$ cat src/rtl/ras_pkg.sv
// Shared types and constants for the return-address-stack unit.
// Opcode/link-register encodings and the stack action enum.
package ras_pkg;

  localparam logic [6:0] OPC_JAL  = 7'b1101111;
  localparam logic [6:0] OPC_JALR = 7'b1100111;

  localparam logic [4:0] LINK_X1 = 5'd1;
  localparam logic [4:0] LINK_X5 = 5'd5;

  typedef enum logic [1:0] {
    RAS_NONE,
    RAS_PUSH,
    RAS_POP,
    RAS_POPPUSH
  } ras_op_t;

  function automatic logic is_link(input logic [4:0] r);
    return (r == LINK_X1) || (r == LINK_X5);
  endfunction

endpackage

$ cat src/rtl/ras_stack.sv
// Circular DEPTH x XLEN return-address store with pointer/count
// and a one-level {tos, count} snapshot for misprediction recovery.
module ras_stack
  import ras_pkg::*;
#(
  parameter int XLEN  = 32,
  parameter int DEPTH = 8,
  localparam int PTR_W = $clog2(DEPTH),
  localparam int CNT_W = $clog2(DEPTH + 1)
) (
  input  logic             clk,
  input  logic             rst_i,
  input  ras_op_t          op_i,
  input  logic [XLEN-1:0]  wdata_i,
  input  logic             save_i,
  input  logic             restore_i,
  output logic [XLEN-1:0]  top_o,
  output logic [CNT_W-1:0] count_o,
  output logic             empty_o,
  output logic             full_o
);

  logic [XLEN-1:0]  mem_q [DEPTH];
  logic [PTR_W-1:0] tos_q, tos_d, snap_tos_q;
  logic [CNT_W-1:0] cnt_q, cnt_d, snap_cnt_q;
  logic [PTR_W-1:0] waddr;
  logic             we;

  assign top_o   = mem_q[tos_q];
  assign count_o = cnt_q;
  assign empty_o = (cnt_q == '0);
  assign full_o  = (cnt_q == CNT_W'(DEPTH));

  always_comb begin
    tos_d = tos_q;
    cnt_d = cnt_q;
    we    = 1'b0;
    waddr = tos_q;
    if (restore_i) begin
      tos_d = snap_tos_q;
      cnt_d = snap_cnt_q;
    end else begin
      unique case (op_i)
        RAS_PUSH: begin
          tos_d = tos_q + PTR_W'(1);
          waddr = tos_q + PTR_W'(1);
          we    = 1'b1;
          // at full the write lands on the oldest entry
          if (!full_o) cnt_d = cnt_q + CNT_W'(1);
        end
        RAS_POP: begin
          tos_d = tos_q - PTR_W'(1);
          cnt_d = cnt_q - CNT_W'(1);
        end
        RAS_POPPUSH: begin
          we = 1'b1;
        end
        default: ;
      endcase
    end
  end

  always_ff @(posedge clk) begin
    if (rst_i) begin
      tos_q      <= '0;
      cnt_q      <= '0;
      snap_tos_q <= '0;
      snap_cnt_q <= '0;
    end else begin
      tos_q <= tos_d;
      cnt_q <= cnt_d;
      if (save_i && !restore_i) begin
        snap_tos_q <= tos_q;
        snap_cnt_q <= cnt_q;
      end
    end
  end

  always_ff @(posedge clk) begin
    if (we) mem_q[waddr] <= wdata_i;
  end

endmodule

$ cat src/rtl/ras_unit.sv
// Return-address-stack unit: classifies JAL/JALR by link usage and
// emits a registered next-PC prediction with stack status pulses.
module ras_unit
  import ras_pkg::*;
#(
  parameter int XLEN  = 32,
  parameter int DEPTH = 8
) (
  input  logic                         clk,
  input  logic                         reset_in,
  input  logic                         in_valid,
  input  logic [6:0]                   opcode,
  input  logic [4:0]                   rd,
  input  logic [4:0]                   rs1,
  input  logic [XLEN-1:0]              pc_in,
  input  logic [XLEN-1:0]              imm_in,
  input  logic [XLEN-1:0]              rs1_val,
  input  logic                         ckpt_save,
  input  logic                         ckpt_restore,
  output logic                         out_valid,
  output logic [XLEN-1:0]              pc_jmp,
  output logic                         ras_hit,
  output logic                         push,
  output logic                         pop,
  output logic                         overflow,
  output logic                         underflow,
  output logic [$clog2(DEPTH+1)-1:0]   count
);

  localparam int CNT_W = $clog2(DEPTH + 1);

  ras_op_t         op, eff;
  logic            rd_l, rs_l, acc, hit, uf;
  logic [XLEN-1:0] tgt, pred, jalr_sum, link;
  logic [XLEN-1:0] top;
  logic            empty, full;

  logic            out_valid_q, ras_hit_q, push_q, pop_q;
  logic            overflow_q, underflow_q;
  logic [XLEN-1:0] pc_jmp_q;

  assign rd_l     = is_link(rd);
  assign rs_l     = is_link(rs1);
  assign jalr_sum = rs1_val + imm_in;
  assign link     = pc_in + XLEN'(4);
  assign acc      = in_valid && !ckpt_restore && !reset_in;

  always_comb begin
    op  = RAS_NONE;
    tgt = link;
    unique case (1'b1)
      (opcode == OPC_JAL): begin
        tgt = pc_in + imm_in;
        if (rd_l) op = RAS_PUSH;
      end
      (opcode == OPC_JALR): begin
        tgt = {jalr_sum[XLEN-1:1], 1'b0};
        if (rd_l && !rs_l)     op = RAS_PUSH;
        else if (!rd_l && rs_l) op = RAS_POP;
        else if (rd_l && rs_l)  op = (rd == rs1) ? RAS_PUSH : RAS_POPPUSH;
      end
      default: ;
    endcase
  end

  // empty-stack pops fall back to the computed target
  always_comb begin
    eff  = RAS_NONE;
    hit  = 1'b0;
    uf   = 1'b0;
    pred = tgt;
    if (acc) begin
      unique case (op)
        RAS_PUSH: eff = RAS_PUSH;
        RAS_POP: begin
          if (empty) uf = 1'b1;
          else begin
            eff  = RAS_POP;
            hit  = 1'b1;
            pred = top;
          end
        end
        RAS_POPPUSH: begin
          if (empty) begin
            eff = RAS_PUSH;
            uf  = 1'b1;
          end else begin
            eff  = RAS_POPPUSH;
            hit  = 1'b1;
            pred = top;
          end
        end
        default: ;
      endcase
    end
  end

  ras_stack #(
    .XLEN  (XLEN),
    .DEPTH (DEPTH)
  ) u_stack (
    .clk       (clk),
    .rst_i     (reset_in),
    .op_i      (eff),
    .wdata_i   (link),
    .save_i    (ckpt_save),
    .restore_i (ckpt_restore),
    .top_o     (top),
    .count_o   (count),
    .empty_o   (empty),
    .full_o    (full)
  );

  always_ff @(posedge clk) begin
    if (reset_in) begin
      out_valid_q <= 1'b0;
      ras_hit_q   <= 1'b0;
      push_q      <= 1'b0;
      pop_q       <= 1'b0;
      overflow_q  <= 1'b0;
      underflow_q <= 1'b0;
      pc_jmp_q    <= '0;
    end else begin
      out_valid_q <= acc;
      ras_hit_q   <= hit;
      push_q      <= (eff == RAS_PUSH) || (eff == RAS_POPPUSH);
      pop_q       <= (eff == RAS_POP) || (eff == RAS_POPPUSH);
      overflow_q  <= (eff == RAS_PUSH) && full;
      underflow_q <= uf;
      if (acc) pc_jmp_q <= pred;
    end
  end

  assign out_valid = out_valid_q;
  assign ras_hit   = ras_hit_q;
  assign push      = push_q;
  assign pop       = pop_q;
  assign overflow  = overflow_q;
  assign underflow = underflow_q;
  assign pc_jmp    = pc_jmp_q;

  logic unused;
  assign unused = ^{CNT_W};

endmodule

$ cat config.mk
export PLATFORM = sky130hd
export DESIGN_NAME = ras_unit
export DESIGN_NICKNAME = d
export VERILOG_FILES = /design/src/rtl/ras_pkg.sv /design/src/rtl/ras_stack.sv /design/src/rtl/ras_unit.sv
export SDC_FILE = /design/constraint.sdc
export NUM_CORES = 1
export LEC_CHECK = 0
export ABC_AREA = 1
export CAP_MARGIN = 20
export CORE_MARGIN = 4
export CORE_UTILIZATION = 53
export CTS_CLUSTER_DIAMETER = 30
export DETAILED_ROUTE_END_ITERATION = 12
export GPL_TIMING_DRIVEN = 1
export PLACE_DENSITY = 0.85
export SKIP_LAST_GASP = 1
export SLEW_MARGIN = 20
export SYNTH_ARGS = -nofsm -noshare
export SYNTH_HDL_FRONTEND = slang
export SYNTH_SLANG_ARGS = --single-unit
$ cat constraint.sdc
create_clock -name clk -period 3.7 [get_ports clk]
set_input_delay 0.555 -clock clk [delete_from_list [all_inputs] [get_ports clk]]
set_output_delay 0.555 -clock clk [all_outputs]
set_load 0.02 [all_outputs]
==> impl.org <==
** Run status
- Run status :: completed

** Synth
- Number of library cell types mapped by synthesis :: 49
- The average instance in the mapped netlist occupies 7.966 um2.
- The synthesized design contains 311 register bits.
- Post-synthesis cell type with the largest combined area :: sky130_fd_sc_hd__edfxtp_1
- The mapped netlist covers 18190 um2.
- By area the synthesized netlist is led by sky130_fd_sc_hd__edfxtp_1 (42%), sky130_fd_sc_hd__nand2_1 (14%), sky130_fd_sc_hd__dfxtp_1 (6.1%).
- Of the synthesized area, sequential elements account for 48.32%.
- Total nets after synthesis :: 2470
- Total of warnings raised by yosys :: 0
- After technology mapping, the gate count stands at 2283.
- The share of synthesized area in the top cell type comes to 42.27%.

** Layout
- 0 antenna diodes ended up in the layout.
- Proportion of layout cells with a drive suffix above 1 :: 6.906%
- Finished Cell Area :: 22010 um2
- At the end of the flow, the number of nets in the layout was 2662.
- Post-synthesis to final-layout area growth :: 21.05%
- Commonest cells after routing, fill and taps aside :: sky130_fd_sc_hd__nand2_1 (664), sky130_fd_sc_hd__inv_1 (268), sky130_fd_sc_hd__edfxtp_1 (256), sky130_fd_sc_hd__nor2_1 (233), sky130_fd_sc_hd__clkdlybuf4s50_1 (159)
- Commonest non-fill, non-tap cell in the layout :: sky130_fd_sc_hd__nand2_1
- For this run, the number of standard cells in the final layout without fillers is 2953.

** Place
- Placed Area :: 20740 um2
- Once placement completed, the tool counted placed cells totaling 2883.
- After legalization and detailed placement, the total HPWL measured 47510 um.
- Count of buffers inserted at the top-level ports :: 159
- GP Congestion :: 1.013

** Die
- Die area :: 37340 um2
- Num ports :: 160
- In this run the standard cell core region covers 33700 um2.
- The floorplan step set the die height to 193.2 um.
- Overall die width :: 193.2 um
- Once the floorplan was initialized, standard cells occupied 53.97% of the core.
- The floorplan has 67 rows.

** Timing
- Period utilisation layout :: 83.24%
- Slew at the pin closest to its max-slew limit :: 1.106 ns
- Summed over all failing endpoints, the final setup total negative slack is 0 ns.
- Total of endpoints with negative setup slack in the final report :: 0
- Between clock sinks in the finished design, the worst skew comes to 0.01953 ns.
- Setup repair after global routing left no endpoint under its margin.
- The clock period could shrink to 3.080 ns.
- The final count of pins violating max slew was 0.
- The number of hold violations in the final report was 0.
- Headroom to the max-slew limit came out at 26.19%.
- Maximum operating frequency :: 324.7 MHz

** Global routing
- Grt met2 use :: 54.42%
- Number of antenna violations at the first check in global routing :: 1
- The first global-routing pass estimated 97370 um of wire.
- Via count of the first global-routing pass :: 16.57k
- Busiest layer in global routing :: met2
- After global routing the overflow that remains totals 0.
- Global routing met1 resource utilization :: 41.73%
- For met3 alone, demand over resource in global routing was 6.314%.
- Global routing consumed, over all layers together, 33.35% of the routing resources.
- Largest net degree at the start of global routing :: 111

** Clocking
- Number of clock buffers inserted by TritonCTS :: 38
- Clk pin slew, worst setup/hold paths :: 0.06 ns
- The later pin in the worst-skew pair is clocked with a latency of 0.53 ns.
- Count of buffers added by post-CTS timing repair for setup :: 0
- In this run the number of H-tree levels came out at 2.
- The clock passes through at most 3 buffers.
- Once the clock tree was built, the resizer swapped 0 gates to a different size.
- TritonCTS built the clock tree.
- Clock tree synthesis found a total of 311 sinks.
- Hold buffers post-CTS :: 0
- Clock tree root driver cell :: sky130_fd_sc_hd__clkbuf_16

** Setup path
- Startpoint types :: input port
- Data required, critical path :: 3.91 ns
- Arrival @ worst endpoint :: 3.29 ns
- Kind of end point of the critical path :: flip-flop
- Highest net fanout along the worst path :: 29
- Setup slack on the worst reg-to-reg path comes out at 1.06 ns.
- Category of the critical setup timing path :: input port to flip-flop

** Pwr
- Per report_power, the sequential group accounts for 42.2% of the total.
- VDD IR-drop max :: 0.0003027 V
- Combinational power share :: 16.9%
- P_int :: 0.006463 W
- For this design the static power due to leakage is 9.310 nW.
- Power share of the clock group :: 40.8%
- P per Cell Area :: 414.1 nW/um2
- Switching pwr :: 0.002654 W
- Switching power share of the total :: 29.11%

** Routing
- After the first detailed-routing iteration, the DRC count stood at 2277.
- Using the TritonRoute via totals, the vias-per-cell ratio works out to 5.839.
- In the routed design, unresolved DRC markers number 0.
- Count of antenna-violating nets left after detailed routing :: 0
- Wirelength, routed :: 64840 um
- Number of iterations in the first detailed-routing pass :: 6
- Detailed routing inserted a total of 17.24k vias.
- After detailed routing, the average wire length per cell comes to 21.96 um.

** Hold path
- Worst hold path class :: flip-flop to flip-flop

** Run
- Across the run, the number of max-cap violations was 0.
worst max-delay path, stage by stage:
cell and delay [ns]:
sky130_fd_sc_hd__clkdlybuf4s50_1 0.60, sky130_fd_sc_hd__inv_1 0.09, sky130_fd_sc_hd__nor3_2 0.21, sky130_fd_sc_hd__nand2_2 0.12, sky130_fd_sc_hd__inv_1 0.21, sky130_fd_sc_hd__nand3_1 0.18, sky130_fd_sc_hd__inv_2 0.14, sky130_fd_sc_hd__nand2_4 0.08
sky130_fd_sc_hd__inv_1 0.09, sky130_fd_sc_hd__nor2_1 0.05, sky130_fd_sc_hd__a21oi_1 0.28, sky130_fd_sc_hd__nand2_1 0.23, sky130_fd_sc_hd__nor2_4 0.19, sky130_fd_sc_hd__buf_12 0.23
kinds of logic (layout without fill, tap and decap cells):
logic type               count (synthesis)  count (layout)  share of synthesized area (%)
AND/OR/NAND/NOR                       1141            1141                          26.07
AO/OA/AOI/OAI                          369             369                          11.12
buffers and inverters                  346             568                          7.245
flip-flops                             311             311                          48.32
adder cells (fa/ha/maj)                 69              69                          4.871
XOR/XNOR                                31              31                          1.493
multiplexers                            16              16                         0.8806
final timing paths:
| kind | from | end | cells after the start |
|---|---|---|---|
| max | opcode[6] | u_stack.mem_q[1][2] | 14 |
| min | u_stack.snap_cnt_q[2] | u_stack.snap_cnt_q[2] | 2 |
| max reg2reg | u_stack.count_o[0] | u_stack.mem_q[1][2] | 11 |
| min reg2reg | u_stack.snap_cnt_q[2] | u_stack.snap_cnt_q[2] | 2 |
layer usage:
| metal | up-vias | routed length (um) |
|---|---|---|
| li1 | 8019 | - |
| met1 | 7796 | 23190 |
| met2 | 1191 | 29820 |
| met3 | 236 | 7194 |
| met4 | 2 | 4616 |
| met5 | - | 14 |
sequential cells by signal (all words and copies together) (netlist names), named ones only:
name / cells
u_stack.mem_q: 256
pc_jmp: 32
u_stack.count_o: 4
u_stack.snap_cnt_q: 4
u_stack.snap_tos_q: 3
u_stack.tos_q: 3
out_valid: 1
overflow: 1
pop: 1
push: 1
ras_hit: 1
underflow: 1
per-stage QoR:
stage	power [W]	utilization, %	setup WS (ns)	hold WS, ns
2_1_floorplan	0.004806	-	0.1543	0.4239
3_3_place_gp	0.005392	61.55	0.2886	0.4354
3_5_place_dp	0.005422	61.55	0.1844	0.4525
4_1_cts	0.009077	65.33	0.6331	0.4606
5_1_grt	0.009413	65.33	0.4488	0.4737
6_report	0.009117	65.33	0.6200	0.4560
power by group through the flow:
stage | Clock (W) | Combinational, W | Sequential, W
2_1_floorplan | 0 | 0.000878 | 0.00393
3_3_place_gp | 0 | 0.00147 | 0.00392
3_5_place_dp | 0 | 0.00150 | 0.00392
4_1_cts | 0.00372 | 0.00151 | 0.00385
5_1_grt | 0.00388 | 0.00168 | 0.00385
6_report | 0.00372 | 0.00154 | 0.00385
area by class of cell:
type                    count  area (um2)
clock inverters            30       314.1
fillers                  2727       11690
multi-input cells        1626        8143
flip-flops and latches    311        8793
clock buffers              40       958.4
repair buffers            224        2217
inverters                 274        1028
well taps                 448       560.5
cell usage after synthesis, drive strengths merged:
| cell type | instances |
|---|---|
| dfxtp | 55 |
| and3 | 2 |
| a21boi | 1 |
| ha | 66 |
| o211ai | 3 |
| nor2 | 244 |
| mux2i | 16 |
| o221ai | 16 |
| nand4 | 11 |
| or2 | 17 |
| a221o | 1 |
| nor3 | 23 |
| a31oi | 10 |
| clkbuf | 63 |
| o21a | 1 |
| edfxtp | 256 |
| fa | 3 |
| o22ai | 44 |
| and2 | 3 |
| xnor2 | 7 |
| nand3b | 16 |
| nand2 | 667 |
| o2111ai | 2 |
| nand3 | 152 |
| inv | 274 |
| a21oi | 140 |
| buf | 9 |
| xor2 | 24 |
| a221oi | 1 |
| a32oi | 1 |
| a21o | 1 |
| o21ai | 143 |
| o21bai | 4 |
| a211oi | 1 |
| nor4 | 6 |
Power figures use the tool's default switching activity.
